<file path="src/rtl/fifo_write_arbiter.sv">
// fifo_write_arbiter: round-robin burst arbiter sharing the asyncfifo write port in the write_clk domain.
// Define ARB_STALL_TIMEOUT_EN to force release of an owner stalled on mem_full for STALL_LIMIT cycles.
module fifo_write_arbiter #(
    parameter int NUM_REQ     = 4,
    parameter int DATA_WIDTH  = 8,
    parameter int MAX_BURST   = 4,
    parameter int STALL_LIMIT = 16
) (
    input  logic                          write_clk,
    input  logic                          reset,
    input  logic [NUM_REQ-1:0]            req,
    input  logic [NUM_REQ*DATA_WIDTH-1:0] req_data,
    input  logic                          mem_full,
    output logic [NUM_REQ-1:0]            grant,
    output logic                          write_en,
    output logic [DATA_WIDTH-1:0]         data_in,
    output logic                          busy,
    output logic                          stall_err
);
    localparam int IW = $clog2(NUM_REQ);
    localparam int BW = $clog2(MAX_BURST + 1);

    typedef enum logic {IDLE, BURST} state_t;

    state_t          state_q, state_d;
    logic [IW-1:0]   owner_q, owner_d, rr_ptr_q, rr_ptr_d, winner;
    logic [BW-1:0]   burst_cnt_q, burst_cnt_d;
    logic [IW:0]     cand;
    logic            found, in_burst, own_req, accept, rel, timeout;

    assign in_burst = state_q == BURST;
    assign own_req  = req[owner_q];
    assign accept   = in_burst & own_req & ~mem_full;
    assign busy     = in_burst;
    assign rel      = in_burst & (~own_req | (accept & (burst_cnt_q == BW'(MAX_BURST - 1))) | timeout);

    // Scan starts just after the last owner, wrapping modulo NUM_REQ.
    always_comb begin
        winner = '0;
        found  = 1'b0;
        cand   = '0;
        for (int i = 1; i <= NUM_REQ; i++) begin
            cand = {1'b0, rr_ptr_q} + (IW+1)'(i);
            if (cand >= (IW+1)'(NUM_REQ)) cand = cand - (IW+1)'(NUM_REQ);
            if (!found && req[cand[IW-1:0]]) begin
                found  = 1'b1;
                winner = cand[IW-1:0];
            end
        end
    end

`ifdef ARB_STALL_TIMEOUT_EN
    localparam int SW = $clog2(STALL_LIMIT + 1);

    logic [SW-1:0] stall_cnt_q, stall_cnt_d;
    logic          stall, stall_err_q;

    assign stall       = in_burst & own_req & mem_full;
    assign timeout     = stall && (stall_cnt_q == SW'(STALL_LIMIT - 1));
    assign stall_cnt_d = (stall && !timeout) ? stall_cnt_q + 1'b1 : '0;
    assign stall_err   = stall_err_q;

    always_ff @(posedge write_clk or negedge reset) begin
        if (!reset) begin
            stall_cnt_q <= '0;
            stall_err_q <= 1'b0;
        end else begin
            stall_cnt_q <= stall_cnt_d;
            stall_err_q <= timeout;
        end
    end
`else
    assign timeout   = 1'b0;
    assign stall_err = 1'b0;
`endif

    always_comb begin
        state_d     = state_q;
        owner_d     = owner_q;
        rr_ptr_d    = rr_ptr_q;
        burst_cnt_d = burst_cnt_q;
        write_en    = accept;
        grant       = accept ? NUM_REQ'(1) << owner_q : '0;
        data_in     = accept ? req_data[owner_q*DATA_WIDTH +: DATA_WIDTH] : '0;
        if (!in_burst) begin
            if (found) begin
                state_d     = BURST;
                owner_d     = winner;
                burst_cnt_d = '0;
            end
        end else if (rel) begin
            state_d  = IDLE;
            rr_ptr_d = owner_q;
        end else if (accept) begin
            burst_cnt_d = burst_cnt_q + 1'b1;
        end
    end

    always_ff @(posedge write_clk or negedge reset) begin
        if (!reset) begin
            state_q     <= IDLE;
            owner_q     <= '0;
            rr_ptr_q    <= IW'(NUM_REQ - 1);
            burst_cnt_q <= '0;
        end else begin
            state_q     <= state_d;
            owner_q     <= owner_d;
            rr_ptr_q    <= rr_ptr_d;
            burst_cnt_q <= burst_cnt_d;
        end
    end
endmodule

</file>
<file path="config.mk">
export PLATFORM = sky130hd
export DESIGN_NAME = fifo_write_arbiter
export DESIGN_NICKNAME = d
export VERILOG_FILES = /design/src/rtl/fifo_write_arbiter.sv
export SDC_FILE = /design/constraint.sdc
export NUM_CORES = 1
export LEC_CHECK = 0
export ABC_AREA = 1
export CAP_MARGIN = 5
export CORE_MARGIN = 2
export CORE_UTILIZATION = 40
export DETAILED_ROUTE_END_ITERATION = 8
export PLACE_DENSITY = 0.81
export SYNTH_ARGS = -nofsm -noshare
export SYNTH_HDL_FRONTEND = slang
export SYNTH_SLANG_ARGS = --single-unit
export TNS_END_PERCENT = 100
</file>
<file path="constraint.sdc">
create_clock -name write_clk -period 1.8 [get_ports write_clk]
set_input_delay 0.18 -clock write_clk [delete_from_list [all_inputs] [get_ports write_clk]]
set_output_delay 0.18 -clock write_clk [all_outputs]
set_load 0.01 [all_outputs]
</file>
Word-level counts from Yosys, hierarchy flattened
Cells that the tools add are included.
{ "classes": {"bitwise": 8, "n_mux": 31, "order_cmp": 9, "addsub": 9, "reduce_logical": 10, "shifts": 2, "n_eq_ne": 3} }
{ "op_table": {"columns": ["op", "n"], "rows": [
  ["variable part select 32 x 6 -> 8 bit", 1],
  ["2-to-1 mux 2 bit", 8],
  ["< comparator 2 x 3 -> 1 bit, second input constant", 5],
  ["greater-or-equal comparator 3 bit, second input constant", 4],
  ["2-to-1 mux 1 bit", 12],
  ["2-to-1 mux 3 bit", 4],
  ["binary-select mux 1 bit (select 2 bit)", 5],
  ["2-to-1 mux 8 bit", 1],
  ["subtractor 2 x 1 -> 2 bit, second input constant", 4],
  ["adder 2 x 2 -> 3 bit, second input constant", 2],
  ["AND 1 bit", 4],
  ["2-to-1 mux 4 bit", 1],
  ["AND reduction 2 bit", 2],
  ["<< shifter 1 x 2 -> 4 bit, first input constant", 1],
  ["adder 2 x 1 -> 3 bit, second input constant", 1],
  ["adder 2 x 3 -> 3 bit, second input constant", 1],
  ["adder 3 x 1 -> 3 bit, second input constant", 1],
  ["equality test 3 x 2 -> 1 bit, second input constant", 1],
  ["logical AND 1 bit", 3],
  ["zero test 1 bit", 3],
  ["NOT 1 bit", 3],
  ["AND reduction 3 bit", 1],
  ["inequality test 2 x 1 -> 1 bit, second input constant", 1],
  ["inequality test 2 bit, second input constant", 1],
  ["2 further kinds", 2]
]} }
{ "totals": {"in_bits": 39, "wordCells": 76, "register_bits": 8, "out_inout_bits": 15} }

Depth between registers and ports, before layout
Gate-level depths: netlist of run 1.
{ "logic_depth": {"depth_word": 17, "depth_mapped": 12, "mapped_depth_nobuf": 11} }

Worst setup path before layout of run 1
Ideal clock, no wire load.
{ "synth_path": {"path_kind": "flip-flop to output port", "startpoint": "register owner_q[0]", "endpoint": "output port grant[3]", "path_stages_with_launch": 8, "t_arrival_ns": 1.280, "required_ns": 1.620, "setup_slack_ns": 0.340, "path_buffers": 2, "path_cell_list": "dfrtp_1 > buf_6 > nor2_4 > nand2_2 > nand4_4 > nand2_4 > buf_8 > nor2_1"} }
{ "synth_via": {"elab_chain_len": 5, "elab_cells_between_ends": 6, "classes_between": "shift (1); mux (3); bitwise (2)"} }
{ "synth_rtl": {"columns": ["item", "line", "rtl"], "rows": [
  ["from (decl)", "26", "logic [IW-1:0] owner_q, owner_d, rr_ptr_q, rr_ptr_d, winner;"],
  ["from (signal assigned)", "107", "owner_q <= owner_d;"],
  ["binary-select mux 1 bit (select 2 bit)", "32", "assign own_req = req[owner_q];"],
  ["2-to-1 mux 1 bit (not written as such)", "32", null],
  ["AND 1 bit (2 in a row)", "33", "assign accept = in_burst & own_req & ~mem_full;"],
  ["2-to-1 mux 4 bit *", "83", "grant = accept ? NUM_REQ'(1) << owner_q : '0;"],
  ["to (decl)", "14", "output logic [NUM_REQ-1:0] grant,"]
]} }
Mark *: on every way between the ends. The rest lies on a longest branch, timed or not. The select of a mux whose other input is x is not followed.

Worst setup path in the final report of run 1
{ "layout_path": {"startpoint": "register owner_q[0]", "endpoint": "output port data_in[1]"} }
{ "layout_via": {"elab_chain_len": 5, "elab_cells_between_ends": 6, "classes_between": "shift (1); mux (3); bitwise (2)"} }
{ "layout_rtl": {"columns": ["item", "line", "rtl"], "rows": [
  ["parallel branches: the longest is 4 deep, another holds variable part select 32 x 6 -> 8 bit", null, null],
  ["2-to-1 mux 8 bit *", "84", "data_in = accept ? req_data[owner_q*DATA_WIDTH +: DATA_WIDTH] : '0;"],
  ["to (decl)", "16", "output logic [DATA_WIDTH-1:0] data_in,"]
]} }
Every way passes the cells marked *. The select of a mux whose other input is x is not followed.

==> results.py, run 1 <==
metrics = {
    "synth": {
        "yosysTopAreaCell": "nand2_1",
        "yosys-top-cells-area": "nand2_1 (16%), a31oi_4 (15%), dfrtp_1 (13%)",
        "ys_ff_latch": 8,
        "syn_area_um2": 1170,
        "synth_top_area_share_pct": 15.7,
        "netlist_instances": 148,
        "avgSynthCellArea_um2": 7.91,
        "synth-seq-area-share_pct": 17.3,
        "synthDistinctLibCells": 30,
        "yosysWarnings": 0,
        "syn_nets": 189,
    },
    "clocking": {
        "cts_tree": "built",
        "cts_buffers": 3,
        "htreeDepth": 1,
        "cts_hold_buf": 0,
        "clock-root-buffer": "clkbuf_4",
        "cts.sinks": 8,
        "clkLatencyLatePin_ns": 0.25,
        "clockBufferDepth": 2,
        "clk_pin_slew_worst_paths_ns": 0.05,
    },
    "global_routing": {
        "grt_overflow": 0,
        "grt.total_usage_pct": 21.8,
        "antenna_found_initial": 0,
        "grt_max_degree": 10,
        "grt_pass1_wl_um": 5780,
        "grt_pass1_vias": 1312,
    },
    "power": {
        "cellPowerDensity_nw_per_um2": 1470,
        "internal-power_uw": 1340,
        "comb_power_share_pct": 80.8,
        "vdd_drop_max_uv": 1020,
        "clkPwrFrac_pct": 4.6,
        "swShare_pct": 52.8,
        "switchingPower_uw": 1500,
        "leakage_uw": 0.000854,
        "seq_power_share_pct": 14.6,
    },
    "cells_and_area": {
        "final_common_cell": "nand2_1",
        "area_growth_pct": 65.3,
        "final_nets": 264,
        "diodes": 0,
        "final_cell_area_um2": 1940,
        "finalCoreUtilization_pct": 70.2,
        "layout_common_cells": "nand2_1 (48), clkdlybuf4s50_1 (39), buf_4 (18), nand2_2 (15), buf_6 (10)",
        "drive_above_1_share_pct": 42.1,
    },
    "worst_hold_path": {
        "hold_class": "in2async",
    },
    "setup_path": {
        "crit_fanout": 8,
        "r2r_start": "owner_q[0]$_DFFE_PN0P_",
        "critical_path_arrival_ns": 1.63,
        "cp-start-kind": "flop",
        "worst_setup_path_end_kind": "output pin",
        "critical_path_class": "reg2out",
        "cp-startpoint": "owner_q[0]$_DFFE_PN0P_",
        "worstPathRequired_ns": 1.62,
    },
    "timing": {
        "timing.fmax_mhz": 551,
        "rsz0062_at_grt": "true",
        "finalSetupViolCount": 4,
        "skew_ns": 0.00217,
        "final.setup.worst_slack_ns": -0.0146,
        "min_period_ns": 1.81,
        "finalSetupTns_ns": -0.0301,
        "final.period_utilization_pct": 101,
        "hold_viol_final": 0,
        "holdWs_ns": 0.212,
        "drv_slew": 0,
    },
    "detailed_routing": {
        "dr.pass1.iters": 4,
        "viasPerCell": 5.18,
        "drc": 0,
        "drtIter0Drc": 64,
        "antenna_left": 0,
        "dr_total_vias": 1306,
        "wl_um": 3570,
        "drt-wirelength-per-cell_um": 14.2,
    },
    "outcome": {
        "status": "finished with violations",
        "violations": "negative setup slack",
    },
    "place": {
        "globalplace.congestion": 0.826,
        "place_area_um2": 1830,
        "hpwlAfterDp_um": 2770,
        "port_buffers": 52,
        "pre_cts_ws_ns": -0.309,
    },
    "floorplanning": {
        "die_area_um2": 3380,
        "die_h_um": 58.1,
        "io_pins": 54,
        "dieWidth_um": 58.1,
        "rows": 19,
        "core_um2": 2760,
        "initial_utilization_pct": 42.5,
    },
    "run": {
        "maxCapViolCount": 0,
    },
}
## critical path: stages, from the launching register on
cell and delay [ns]:
dfrtp_2 0.50, inv_4 0.12, nor2_8 0.04, buf_4 0.16
a22oi_1 0.30, a31oi_4 0.11, buf_2 0.15
## power groups by stage
stage / combinational (uW) / sequential [uW] / clock (uW)
detailed placement: 2100 / 419 / 0
floorplan: 1530 / 334 / 0
finish: 2300 / 415 / 132
global route: 2500 / 425 / 149
global placement: 2040 / 408 / 0
CTS: 2240 / 412 / 135
## Yosys cell counts, drive strengths merged
cell / number
a22oi: 8
nor2: 8
buf: 5
dfstp: 2
o211ai: 1
a21oi: 1
o21ai: 4
and2: 1
a31oi: 9
nor3: 3
nand2: 68
nand4: 6
nand3: 7
inv: 16
conb: 1
dfrtp: 6
ha: 2
## through the flow
step,instances,power (uW)
after detailed placement,245,2520
after global placement,245,2440
after global routing,252,3080
after CTS,252,2790
final,252,2850
after floorplan,148,1860
## state kept, by name, summed over array words and instances, names as in the netlist
register and flops:
burst_cnt_q 3, busy 1, rr_ptr_q 2, owner_q 2
## area by class of cell
class                           count  area [um^2]
Sequential cell                     8          205
Fill cell                         194          822
Inverter                           16         70.1
Clock buffer                        3         22.5
Timing Repair Buffer               74          688
Tap cell                           31         38.8
Multi-Input combinational cell    120          911
## logic make-up (layout without fill, tap and decap cells)
group	Yosys count	after routing	synth area share [%]
other	1	1	0.320
adders and majority gates	2	2	2.14
DFF	8	8	17.3
AOI/OAI and AO/OA	23	23	23.3
and+or+nand+nor	93	94	46.4
buffers and inverters	21	93	10.6
## routing by layer
| metal | GRT usage [%] | vias up | routed length (um) |
|---|---|---|---|
| met5 | 0 | - | 0 |
| met4 | 4.98 | 0 | 65 |
| met3 | 4.24 | 6 | 282 |
| met2 | 39.6 | 58 | 1830 |
| met1 | 26.4 | 600 | 1400 |
| li1 | - | 642 | - |
## what timing repair did
| item | CTS | global route |
|---|---|---|
| buffers inserted | 3 | 0 |
| resized for setup | 67 | 9 |
| endpoints found under the setup margin | 16 | 13 |
| pin swaps | 3 | 3 |
| gates cloned | 1 | 0 |
## final timing paths
kind                                              end  slack (ns)  cells after the start
max reg2reg                burst_cnt_q[0]$_DFFE_PN0P_        0.13                     10
min reg2reg                burst_cnt_q[1]$_DFFE_PN0P_        0.48                      2
min in group write_clk     burst_cnt_q[1]$_DFFE_PN0P_        0.48                      2
min                        burst_cnt_q[2]$_DFFE_PN0P_        0.21                      1
max                                        data_in[1]       -0.01                      6
max in group asynchronous     rr_ptr_q[0]$_DFFE_PN1P_        1.28                      1
Note: power is estimated with default switching activity, not from simulation.
==> run 2: changes to the inputs <==
Settings changed: CAP_MARGIN 5 to 30, CORE_UTILIZATION 40 to 35, PLACE_DENSITY 0.81 to 0.73.
==> results.py, run 2 (same netlist as run 1, synthesis figures left out) <==
metrics = {
    "timing": {
        "skew_ns": 0.00656,
        "finalSetupViolCount": 11,
        "hold_viol_final": 0,
        "final.setup.worst_slack_ns": -0.0579,
        "rsz0062_at_grt": "true",
        "timing.fmax_mhz": 538,
        "min_period_ns": 1.86,
        "final.period_utilization_pct": 103,
        "finalSetupTns_ns": -0.473,
        "drv_slew": 0,
    },
    "place": {
        "dp_cells": 259,
        "place_area_um2": 1850,
        "port_buffers": 52,
        "hpwlAfterDp_um": 2650,
        "globalplace.congestion": 0.771,
    },
    "cells_and_area": {
        "area_growth_pct": 78.5,
        "largest_reg_flops": 3,
        "final_nets": 270,
        "layout_common_cells": "nand2_1 (48), clkdlybuf4s50_1 (39), buf_4 (20), nand2_2 (14), buf_6 (12)",
        "final_cell_area_um2": 2090,
        "instances_no_fill": 274,
        "regMostFlops": "burst_cnt_q",
        "final_common_cell": "nand2_1",
        "diodes": 0,
        "drive_above_1_share_pct": 45.6,
        "top_regs": "burst_cnt_q x3, owner_q x2, rr_ptr_q x2",
    },
    "setup_path": {
        "worstPathRequired_ns": 1.62,
        "critical_path_arrival_ns": 1.68,
        "r2r_slack_ns": 0.05,
        "cp-start-kind": "flop",
        "cp.depth": 8,
        "cp-startpoint": "owner_q[1]$_DFFE_PN0P_",
        "reg2reg_to": "busy$_DFF_PN0_",
        "r2r_start": "owner_q[1]$_DFFE_PN0P_",
        "crit_fanout": 6,
        "crit_buf_inv": 3,
        "cp_slowest_cell": "dfrtp_2",
        "worst_setup_path_end_kind": "output pin",
        "cp_top_family": "simple AND/OR/NAND/NOR gates",
        "crit_chain": "buf_12, nor2_8, nand2_4, nand4_4, buf_6, nand2_8, nor3_4, buf_2",
        "critical_path_class": "reg2out",
        "max_stage_delay_ns": 0.44,
        "rr_worst_depth": 11,
    },
    "detailed_routing": {
        "antenna_left": 0,
        "dr.pass1.iters": 4,
        "wl_met3_um": 433,
        "topRoutingLayerUsed": "met4",
        "viasPerCell": 4.82,
        "drt-met1-wl_um": 1380,
        "drt-wirelength-per-cell_um": 14.4,
        "wl_um": 3940,
        "drc": 0,
        "dr_total_vias": 1322,
        "drtIter0Drc": 86,
        "met2_wirelength_um": 2070,
    },
    "global_routing": {
        "grt_max_degree": 10,
        "grt_overflow": 0,
        "antenna_found_initial": 0,
        "grt.total_usage_pct": 18.2,
        "grt_pass1_wl_um": 5220,
        "grt_pass1_vias": 1152,
    },
    "power": {
        "swShare_pct": 51.6,
        "cellPowerDensity_nw_per_um2": 1530,
        "leakage_uw": 0.000907,
        "switchingPower_uw": 1650,
        "power_uw": 3200,
        "clkPwrFrac_pct": 4.9,
        "comb_power_share_pct": 82.5,
        "internal-power_uw": 1550,
        "seq_power_share_pct": 12.7,
        "vdd_drop_max_uv": 555,
    },
    "outcome": {
        "status": "finished with violations",
        "violations": "negative setup slack",
    },
    "clocking": {
        "cts_tree": "built",
        "cts_buffers": 3,
        "clockBufferDepth": 2,
        "cts_hold_buf": 0,
        "htreeDepth": 1,
        "cts.sinks": 8,
        "clk_pin_slew_worst_paths_ns": 0.06,
        "clkLatencyLatePin_ns": 0.27,
        "clock-root-buffer": "clkbuf_4",
    },
    "floorplanning": {
        "core_um2": 3280,
        "die_area_um2": 3820,
        "rows": 21,
        "dieWidth_um": 61.8,
        "initial_utilization_pct": 35.7,
        "io_pins": 54,
        "die_h_um": 61.8,
    },
    "worst_hold_path": {
        "hold_class": "in2async",
    },
    "run": {
        "maxCapViolCount": 0,
    },
}
run 2: changes by cell type in the layout (fill, tap and decap cells not counted), moves of 2 or more:
cell / delta
buf_6: +2
nor3_2: -2
buf_4: +2
a22oi_2: +5
buf_12: +2
nor3_4: +2
buf_2: -2
nand2_4: +2
a22oi_1: -5
run 2: routing by layer:
metal	vias to the layer above	global-route usage, %
li1	652	-
met1	600	19.7
met2	64	34.9
met3	6	4.14
met4	0	5.17
met5	-	0
run 2: repair_timing:
item / 4_1_cts / 5_1_grt
pin swaps: 3 / 4
endpoints found under the setup margin: 13 / 15
buffers inserted: 5 / 4
gates resized for setup: 63 / 22
gates cloned: 1 / 1
run 2: area by class of cell:
cell class	instances	area (um^2)
Fill cell	250	1190
Multi-Input combinational cell	121	967
Timing Repair Buffer	79	767
Sequential cell	8	205
Inverter	16	67.6
Tap cell	46	57.6
Clock buffer	4	26.3
run 2: worst max-delay path by stage:
stage / end / slack (ns)
6_report: grant[2] / -0.06
5_1_grt: grant[2] / -0.15
4_1_cts: data_in[2] / -0.06
3_5_place_dp: grant[1] / -0.31
3_3_place_gp: grant[0] / -0.27
2_1_floorplan: grant[3] / 0.34
run 2: power groups by stage:
| stage | Combinational, uW | Sequential (uW) | Clock [uW] |
|---|---|---|---|
| after floorplan | 1530 | 334 | 0 |
| after global routing | 2830 | 422 | 173 |
| after CTS | 2310 | 403 | 159 |
| final | 2640 | 405 | 155 |
| after detailed placement | 2130 | 406 | 0 |
| after global placement | 2120 | 399 | 0 |
run 2: worst reg2reg max path: stages, from the launching register on:
cell	delay, ns
dfrtp_2	0.44
buf_4	0.15
nand2_4	0.07
inv_2	0.04
nand2_2	0.06
nand4_4	0.14
buf_6	0.17
buf_4	0.13
buf_4	0.14
nand2_4	0.07
nand2_4	0.08
and2_1	0.16
run 2: metrics by stage:
step	util (%)	hold slack [ns]	worst slack, ns
3_5_place_dp	56.4	0.469	-0.309
6_report	63.7	0.195	-0.0579
3_3_place_gp	56.4	0.458	-0.272
2_1_floorplan	-	-0.116	0.340
4_1_cts	59.1	0.199	-0.0628
5_1_grt	63.7	0.215	-0.148
